### config.mk
export PLATFORM = sky130hd
export DESIGN_NAME = fetch_stage_flat
export DESIGN_NICKNAME = d
export VERILOG_FILES = /design/src/rtl/mips_pkg.sv /design/src/rtl/fetch_stage_if.sv /design/src/rtl/if_id_reg.sv /design/src/rtl/fetch_stage.sv /design/src/flat_wrapper.sv
export SDC_FILE = /design/constraint.sdc
export NUM_CORES = 1
export LEC_CHECK = 0
export BUFFER_PORTS_ARGS = -buffer_cell sky130_fd_sc_hd__clkbuf_2
export CORE_MARGIN = 5
export CORE_UTILIZATION = 50
export DETAILED_ROUTE_END_ITERATION = 8
export PLACE_DENSITY = 0.76
export RECOVER_POWER = 100
export SLEW_MARGIN = 20
export SYNTH_ARGS = -nofsm -noshare
export SYNTH_HDL_FRONTEND = slang
export SYNTH_SLANG_ARGS = --single-unit
export TNS_END_PERCENT = 30
### constraint.sdc
create_clock -name clk -period 3.45 [get_ports clk]
set_input_delay 0.69 -clock clk [delete_from_list [all_inputs] [get_ports clk]]
set_output_delay 0.69 -clock clk [all_outputs]
set_load 0.02 [all_outputs]
### src/rtl/mips_pkg.sv
// Shared types and constants for the MIPS fetch stage.
package mips_pkg;

  localparam int unsigned XLEN = 32;

  localparam logic [XLEN-1:0] RESET_PC_DEFAULT  = 32'h0000_0000;
  localparam logic [XLEN-1:0] NOP_INSTR_DEFAULT = 32'h0000_0000;

  typedef enum logic [2:0] {
    ST_BOOT = 3'd0,
    ST_REQ  = 3'd1,
    ST_WAIT = 3'd2,
    ST_HOLD = 3'd3,
    ST_KILL = 3'd4
  } fetch_state_e;

  typedef struct packed {
    logic [XLEN-1:0] instr;
    logic [XLEN-1:0] pcplus4;
  } ifid_t;

  // Sequential PC, wraps modulo 2^32.
  function automatic logic [XLEN-1:0] pc_plus4(input logic [XLEN-1:0] pc);
    return pc + XLEN'(4);
  endfunction

endpackage

### src/rtl/fetch_stage_if.sv
// Request/grant/response channel between the fetch stage and instruction memory.
interface fetch_stage_if;
  import mips_pkg::*;

  logic            imem_req;
  logic [XLEN-1:0] imem_addr;
  logic            imem_gnt;
  logic            imem_rvalid;
  logic [XLEN-1:0] imem_rdata;

  modport master (
    output imem_req, imem_addr,
    input  imem_gnt, imem_rvalid, imem_rdata
  );

  modport slave (
    input  imem_req, imem_addr,
    output imem_gnt, imem_rvalid, imem_rdata
  );

endinterface

### src/rtl/if_id_reg.sv
// IF/ID pipeline register: bubble has priority over load, otherwise hold.
module if_id_reg
  import mips_pkg::*;
#(
  parameter logic [XLEN-1:0] NOP_INSTR = NOP_INSTR_DEFAULT
) (
  input  logic            clk,
  input  logic            rst_n,
  input  logic            load,
  input  logic            bubble,
  input  ifid_t           d,
  output logic [XLEN-1:0] instr,
  output logic [XLEN-1:0] pcplus4,
  output logic            valid
);

  // A bubble keeps PCPlus4D so downstream debug sees the last real PC+4.
  always_ff @(posedge clk or negedge rst_n) begin
    if (!rst_n) begin
      instr   <= NOP_INSTR;
      pcplus4 <= '0;
      valid   <= 1'b0;
    end else if (bubble) begin
      instr   <= NOP_INSTR;
      valid   <= 1'b0;
    end else if (load) begin
      instr   <= d.instr;
      pcplus4 <= d.pcplus4;
      valid   <= 1'b1;
    end
  end

endmodule

### src/rtl/fetch_stage.sv
// Instruction fetch: PC, single-outstanding imem FSM, skid buffer and IF/ID register.
module fetch_stage
  import mips_pkg::*;
#(
  parameter logic [XLEN-1:0] RESET_PC  = RESET_PC_DEFAULT,
  parameter logic [XLEN-1:0] NOP_INSTR = NOP_INSTR_DEFAULT
) (
  input  logic             clk,
  input  logic             rst_n,
  input  logic             StallF,
  input  logic             StallD,
  input  logic             PCSrcD,
  input  logic [XLEN-1:0]  PCBranchD,
  fetch_stage_if.master    imem,
  output logic [XLEN-1:0]  InstrD,
  output logic [XLEN-1:0]  PCPlus4D,
  output logic             ValidD,
  output logic [XLEN-1:0]  PCF
);

  fetch_state_e    state_q, state_d;
  logic [XLEN-1:0] pcf_q, pcf_d;
  logic [XLEN-1:0] req_addr_q, req_addr_d;
  logic [XLEN-1:0] skid_q, skid_d;
  logic            kill_q, kill_d;
  logic            req_q;

  logic            advance;
  logic            redirect;
  logic            ifid_load;
  logic            ifid_bubble;
  ifid_t           ifid_d;

  assign advance  = StallF & StallD;
  assign redirect = PCSrcD & StallD;

  always_ff @(posedge clk or negedge rst_n) begin
    if (!rst_n) begin
      state_q    <= ST_BOOT;
      pcf_q      <= RESET_PC;
      req_addr_q <= '0;
      skid_q     <= '0;
      kill_q     <= 1'b0;
      req_q      <= 1'b0;
    end else begin
      state_q    <= state_d;
      pcf_q      <= pcf_d;
      req_addr_q <= req_addr_d;
      skid_q     <= skid_d;
      kill_q     <= kill_d;
      req_q      <= (state_d == ST_REQ);
    end
  end

  // kill_q remembers a redirect seen while a request was still waiting for grant.
  always_comb begin
    state_d      = state_q;
    pcf_d        = pcf_q;
    req_addr_d   = req_addr_q;
    skid_d       = skid_q;
    kill_d       = kill_q;
    ifid_load    = 1'b0;
    ifid_bubble  = 1'b0;
    ifid_d       = '{instr: imem.imem_rdata, pcplus4: pc_plus4(req_addr_q)};

    if (redirect) pcf_d = PCBranchD;

    unique case (state_q)
      ST_BOOT: state_d = ST_REQ;

      ST_REQ: begin
        if (imem.imem_gnt) begin
          state_d = (redirect || kill_q) ? ST_KILL : ST_WAIT;
          kill_d  = 1'b0;
        end else if (redirect) begin
          kill_d  = 1'b1;
        end
      end

      ST_WAIT: begin
        if (imem.imem_rvalid) begin
          if (redirect) begin
            state_d = ST_REQ;
          end else if (advance) begin
            ifid_load = 1'b1;
            pcf_d     = pc_plus4(req_addr_q);
            state_d   = ST_REQ;
          end else begin
            skid_d    = imem.imem_rdata;
            state_d   = ST_HOLD;
          end
        end else if (redirect) begin
          state_d = ST_KILL;
        end
      end

      ST_HOLD: begin
        if (redirect) begin
          state_d = ST_REQ;
        end else if (advance) begin
          ifid_load    = 1'b1;
          ifid_d.instr = skid_q;
          pcf_d        = pc_plus4(req_addr_q);
          state_d      = ST_REQ;
        end
      end

      ST_KILL: begin
        if (imem.imem_rvalid) state_d = ST_REQ;
      end

      default: state_d = ST_BOOT;
    endcase

    // The request address is latched from the (next) PC only when a new request starts.
    if (state_d == ST_REQ && state_q != ST_REQ) req_addr_d = pcf_d;

    if (redirect) begin
      ifid_load   = 1'b0;
      ifid_bubble = 1'b1;
    end else if (advance && !ifid_load) begin
      ifid_bubble = 1'b1;
    end
  end

  if_id_reg #(
    .NOP_INSTR (NOP_INSTR)
  ) u_if_id_reg (
    .clk     (clk),
    .rst_n   (rst_n),
    .load    (ifid_load),
    .bubble  (ifid_bubble),
    .d       (ifid_d),
    .instr   (InstrD),
    .pcplus4 (PCPlus4D),
    .valid   (ValidD)
  );

  assign PCF            = pcf_q;
  assign imem.imem_req  = req_q;
  assign imem.imem_addr = req_addr_q;

endmodule

### src/flat_wrapper.sv
// flat-port wrapper written by rule: the top's interface ports become plain ports
module fetch_stage_flat import mips_pkg::*;
#(
  parameter logic [XLEN-1:0] RESET_PC  = RESET_PC_DEFAULT,
  parameter logic [XLEN-1:0] NOP_INSTR = NOP_INSTR_DEFAULT
)
  (clk, rst_n, StallF, StallD, PCSrcD, PCBranchD, InstrD, PCPlus4D, ValidD, PCF, imem_imem_req, imem_imem_addr, imem_imem_gnt, imem_imem_rvalid, imem_imem_rdata);
  fetch_stage_if imem_i ();
  input  logic clk;
  input  logic rst_n;
  input  logic StallF;
  input  logic StallD;
  input  logic PCSrcD;
  input  logic [XLEN-1:0] PCBranchD;
  output logic [XLEN-1:0] InstrD;
  output logic [XLEN-1:0] PCPlus4D;
  output logic ValidD;
  output logic [XLEN-1:0] PCF;
  output wire logic [$bits(imem_i.imem_req)-1:0] imem_imem_req;
  output wire logic [$bits(imem_i.imem_addr)-1:0] imem_imem_addr;
  input wire logic [$bits(imem_i.imem_gnt)-1:0] imem_imem_gnt;
  input wire logic [$bits(imem_i.imem_rvalid)-1:0] imem_imem_rvalid;
  input wire logic [$bits(imem_i.imem_rdata)-1:0] imem_imem_rdata;
  assign imem_imem_req = imem_i.imem_req;
  assign imem_imem_addr = imem_i.imem_addr;
  assign imem_i.imem_gnt = imem_imem_gnt;
  assign imem_i.imem_rvalid = imem_imem_rvalid;
  assign imem_i.imem_rdata = imem_imem_rdata;
  fetch_stage #(.RESET_PC(RESET_PC), .NOP_INSTR(NOP_INSTR)) u_core (.clk(clk), .rst_n(rst_n), .StallF(StallF), .StallD(StallD), .PCSrcD(PCSrcD), .PCBranchD(PCBranchD), .imem(imem_i), .InstrD(InstrD), .PCPlus4D(PCPlus4D), .ValidD(ValidD), .PCF(PCF));
endmodule
==> flow_summary.ini <==
[yosys]
synthDistinctLibCells = 56
synth.net_count = 806
synthCells = 734
yosysMostFrequentCell = sky130_fd_sc_hd__dfrtp_1
netlist_top_cells_area = sky130_fd_sc_hd__dfrtp_1 55%, sky130_fd_sc_hd__mux2_2 5.9%, sky130_fd_sc_hd__nand2_1 4.3%
ffs_w_async_s_r_synth_pct = 100
synth_flop_cell = sky130_fd_sc_hd__dfrtp_1
post_synth.cell_area_avg_um2 = 10.4
ys_top_cells_by_count = 166 x sky130_fd_sc_hd__dfrtp_1, 87 x sky130_fd_sc_hd__nand2_1, 62 x sky130_fd_sc_hd__a21oi_1, 41 x sky130_fd_sc_hd__o22ai_1, 40 x sky130_fd_sc_hd__mux2_2
synthesis.area_mm2 = 0.00761
synth_seq_cells = 166
yosysWarnings = 0
netlist.top_cell.by_area = sky130_fd_sc_hd__dfrtp_1
synth-seq-area-share_pct = 54.6
synth_edf_count = 0
yosysTopAreaCellShare_pct = 54.6

[clock_network]
worst_skew_pair.late_latency_ps = 430
ctsLongestPathBuffers = 2
ctsHtreeMaxLevel = 4
cts_hold_buf = 0
cts.clk_slew.worst_paths_ps = 70
number_of_buffers_added_by_the_clock_tree_synthesis_step = 17
tritoncts = done
cts.sink_count = 166
post-cts-setup-buffer-count = 0
cts_resized = 0
clockRootBuffer = sky130_fd_sc_hd__clkbuf_16

[die]
die_y_um = 133
initial_core_util_pct = 50.4
die-width_um = 133
top_level_ports = 201
num_rows = 45
core-area_mm2 = 0.0151
dieArea_mm2 = 0.0178

[sta]
grt_setup_unrepaired = no
final.hold.worst_slack_ps = 478
tightestPinTransition_ps = 2090
timing.slew.headroom_pct = -39.1
hold_violations = 0
final_max_slew_viol_count = 78
maximum_achievable_frequency_ghz = 0.357
fin_crit_ps = 2800
fin_tns_setup_ps = 0
fin_skew_ps = 8.75
layout_worst_path_cycle_share_pct = 81.2
timing.final.setup_violations = 0

[setup_path]
rr_worst_depth = 6
maximum_net_fanout_on_the_critical_path = 8
cp_data_arrival_time_ps = 3110
kind_of_end_point_of_the_critical_path = register
r2r_setup_slack_ps = 650
criticalPathCategory = register to register
worst_r2r_endpoint = u_core.imem.imem_addr[16]
crit_required_ps = 3760
cp-start-kind = register
timing.rr.start = u_core.imem.imem_addr[2]
startpoint = u_core.imem.imem_addr[2]
setup.worst_path.end = u_core.imem.imem_addr[16]

[routing]
drt-wirelength-per-cell_um = 18.7
detail_route.iter0.violations = 396
wl_um = 20800
dr.max_layer_used = met4
wirelength_met1_um = 9180
route.antenna.remaining_nets = 0
total_iterations_of_the_first_detailed_routing_run = 5
met3RoutedLength_um = 1390
avgViaCountPerCell = 5.78
met2_length_um = 9780
via_count = 6449
drcViolationCount = 0

[final_layout]
drive_gt1_share_pct = 17.8
areaGrowthSynthToFinish_pct = 21.0
postLayoutCoreUtil_pct = 61.0
final_nets = 985

[grt]
grt_use_total_pct = 23.7
first_pass_grt_wire_length_um = 33900
grt_remaining_overflow = 0
antenna_found_initial = 1
grt_pass1_vias = 6516
grt_max_degree = 80

[pwr]
power.sequential.fraction_pct = 40.0
power_density_mw_per_mm2 = 882
fraction_of_power_consumed_by_the_clock_network_pct = 24.7
total_switching_power_w = 0.00320
vdd_drop_max_mv = 0.455
power.combinational.fraction_pct = 35.3
internal-power_w = 0.00493
power_switching_share_pct = 39.4
post-layout-total-power_w = 0.00812
leakagePower_nw = 3.87

[outcome]
outcome = finished, violations left
failed_checks = max-capacitance violations, max-slew violations

[flow_run]
max_cap_violation_count = 2

[placement]
gp_routability_congestion = 0.813
placement.io_buffers = 200
hpwlAfterDp_um = 14200

[worst_hold_path]
min-delay-path-class = register to register
-- worst max-delay path, stage by stage, from the launching register on --
cell and delay, ps:
sky130_fd_sc_hd__dfrtp_1 460, sky130_fd_sc_hd__ha_1 280, sky130_fd_sc_hd__nand2_1 130, sky130_fd_sc_hd__nor4_1 1120, sky130_fd_sc_hd__nand3_1 240, sky130_fd_sc_hd__o21ai_0 220
sky130_fd_sc_hd__o2bb2a_1 230
-- power groups by stage --
| stage | Combinational (W) | Clock, W | Sequential [W] |
|---|---|---|---|
| after floorplan | 0.00153 | 0 | 0.00370 |
| after global placement | 0.00298 | 0 | 0.00324 |
| after detailed placement | 0.00303 | 0 | 0.00327 |
| after CTS | 0.00304 | 0.00203 | 0.00325 |
| after global routing | 0.00315 | 0.00212 | 0.00336 |
| final | 0.00287 | 0.00200 | 0.00325 |
-- logic make-up (layout without fill, tap and decap cells) --
group / count (synthesis) / after routing / synth area share, %
muxes: 49 / 49 / 7.10
and+or+nand+nor: 196 / 196 / 12.3
DFF: 166 / 166 / 54.6
adders and majority gates: 1 / 1 / 0.164
AOI/OAI and AO/OA: 240 / 240 / 20.0
buffers and inverters: 58 / 250 / 3.09
xor gates and xnor gates: 24 / 24 / 2.76
other: 0 / 1 / 0
-- flip-flops by register name (all words and copies together), names as in the netlist --
register / cells
u_core.u_if_id_reg.pcplus4: 32
u_core.imem.imem_req: 1
u_core.u_if_id_reg.valid: 1
u_core.u_if_id_reg.instr: 32
u_core.state_q: 3
u_core.imem.imem_addr: 32
u_core.PCF: 32
u_core.kill_q: 1
u_core.skid_q: 32
-- worst min-delay path by stage --
stage | startpoint | depth (start not counted) | end
6_report | u_core.u_if_id_reg.instr[21] | 2 | u_core.u_if_id_reg.instr[21]
5_1_grt | u_core.u_if_id_reg.instr[22] | 2 | u_core.u_if_id_reg.instr[22]
4_1_cts | rst_n | 1 | u_core.skid_q[21]
3_5_place_dp | u_core.u_if_id_reg.pcplus4[3] | 2 | u_core.u_if_id_reg.pcplus4[3]
3_3_place_gp | u_core.u_if_id_reg.pcplus4[3] | 2 | u_core.u_if_id_reg.pcplus4[3]
2_1_floorplan | rst_n | 0 | u_core.PCF[0]
-- metrics by stage --
stage | setup slack, ps | cells | area, um2
4_1_cts | 971 | 1114 | 9430
3_3_place_gp | 693 | 1082 | 8800
3_5_place_dp | 642 | 1082 | 8800
2_1_floorplan | 1280 | 734 | 7610
6_report | 649 | 1115 | 9210
5_1_grt | 429 | 1115 | 9210
-- metal layers --
layer | global-route usage (%) | vias up
met5 | 0 | -
met4 | 8.46 | 0
met3 | 6.23 | 32
met2 | 37.5 | 236
met1 | 31.7 | 3136
li1 | - | 3045
-- layout make-up --
type | count | area, um2
fillers | 1363 | 5880
repair buffers | 214 | 966
multi-input cells | 510 | 3210
well taps | 188 | 235
clock buffers | 22 | 484
clock inverters | 10 | 145
inverters | 4 | 15.0
flip-flops and latches | 166 | 4150
diodes | 1 | 2.50
-- placed cells by master, fill, tap and decap left out, types with 4 or more instances in the layout --
cell type / n
sky130_fd_sc_hd__nand2_1: 87
sky130_fd_sc_hd__and3_1: 7
sky130_fd_sc_hd__or3_1: 6
sky130_fd_sc_hd__nor4_1: 4
sky130_fd_sc_hd__clkbuf_1: 133
sky130_fd_sc_hd__o2bb2ai_1: 7
sky130_fd_sc_hd__xnor2_1: 18
sky130_fd_sc_hd__a21oi_1: 62
sky130_fd_sc_hd__o31ai_1: 10
sky130_fd_sc_hd__nor3_1: 9
sky130_fd_sc_hd__nor2_1: 37
sky130_fd_sc_hd__o22a_1: 18
sky130_fd_sc_hd__clkinv_4: 4
sky130_fd_sc_hd__clkbuf_2: 73
sky130_fd_sc_hd__nand3_1: 14
sky130_fd_sc_hd__clkbuf_16: 17
sky130_fd_sc_hd__o221a_2: 4
sky130_fd_sc_hd__a31oi_1: 15
sky130_fd_sc_hd__clkbuf_8: 4
sky130_fd_sc_hd__dfrtp_1: 166
sky130_fd_sc_hd__mux2i_1: 9
sky130_fd_sc_hd__nand4_1: 7
sky130_fd_sc_hd__o21ai_0: 47
sky130_fd_sc_hd__xor2_1: 6
sky130_fd_sc_hd__and4_1: 4
sky130_fd_sc_hd__o21a_1: 13
sky130_fd_sc_hd__buf_4: 6
sky130_fd_sc_hd__mux2_2: 40
sky130_fd_sc_hd__o22ai_1: 41
sky130_fd_sc_hd__inv_1: 4
Note: power is estimated with default switching activity, not from simulation.
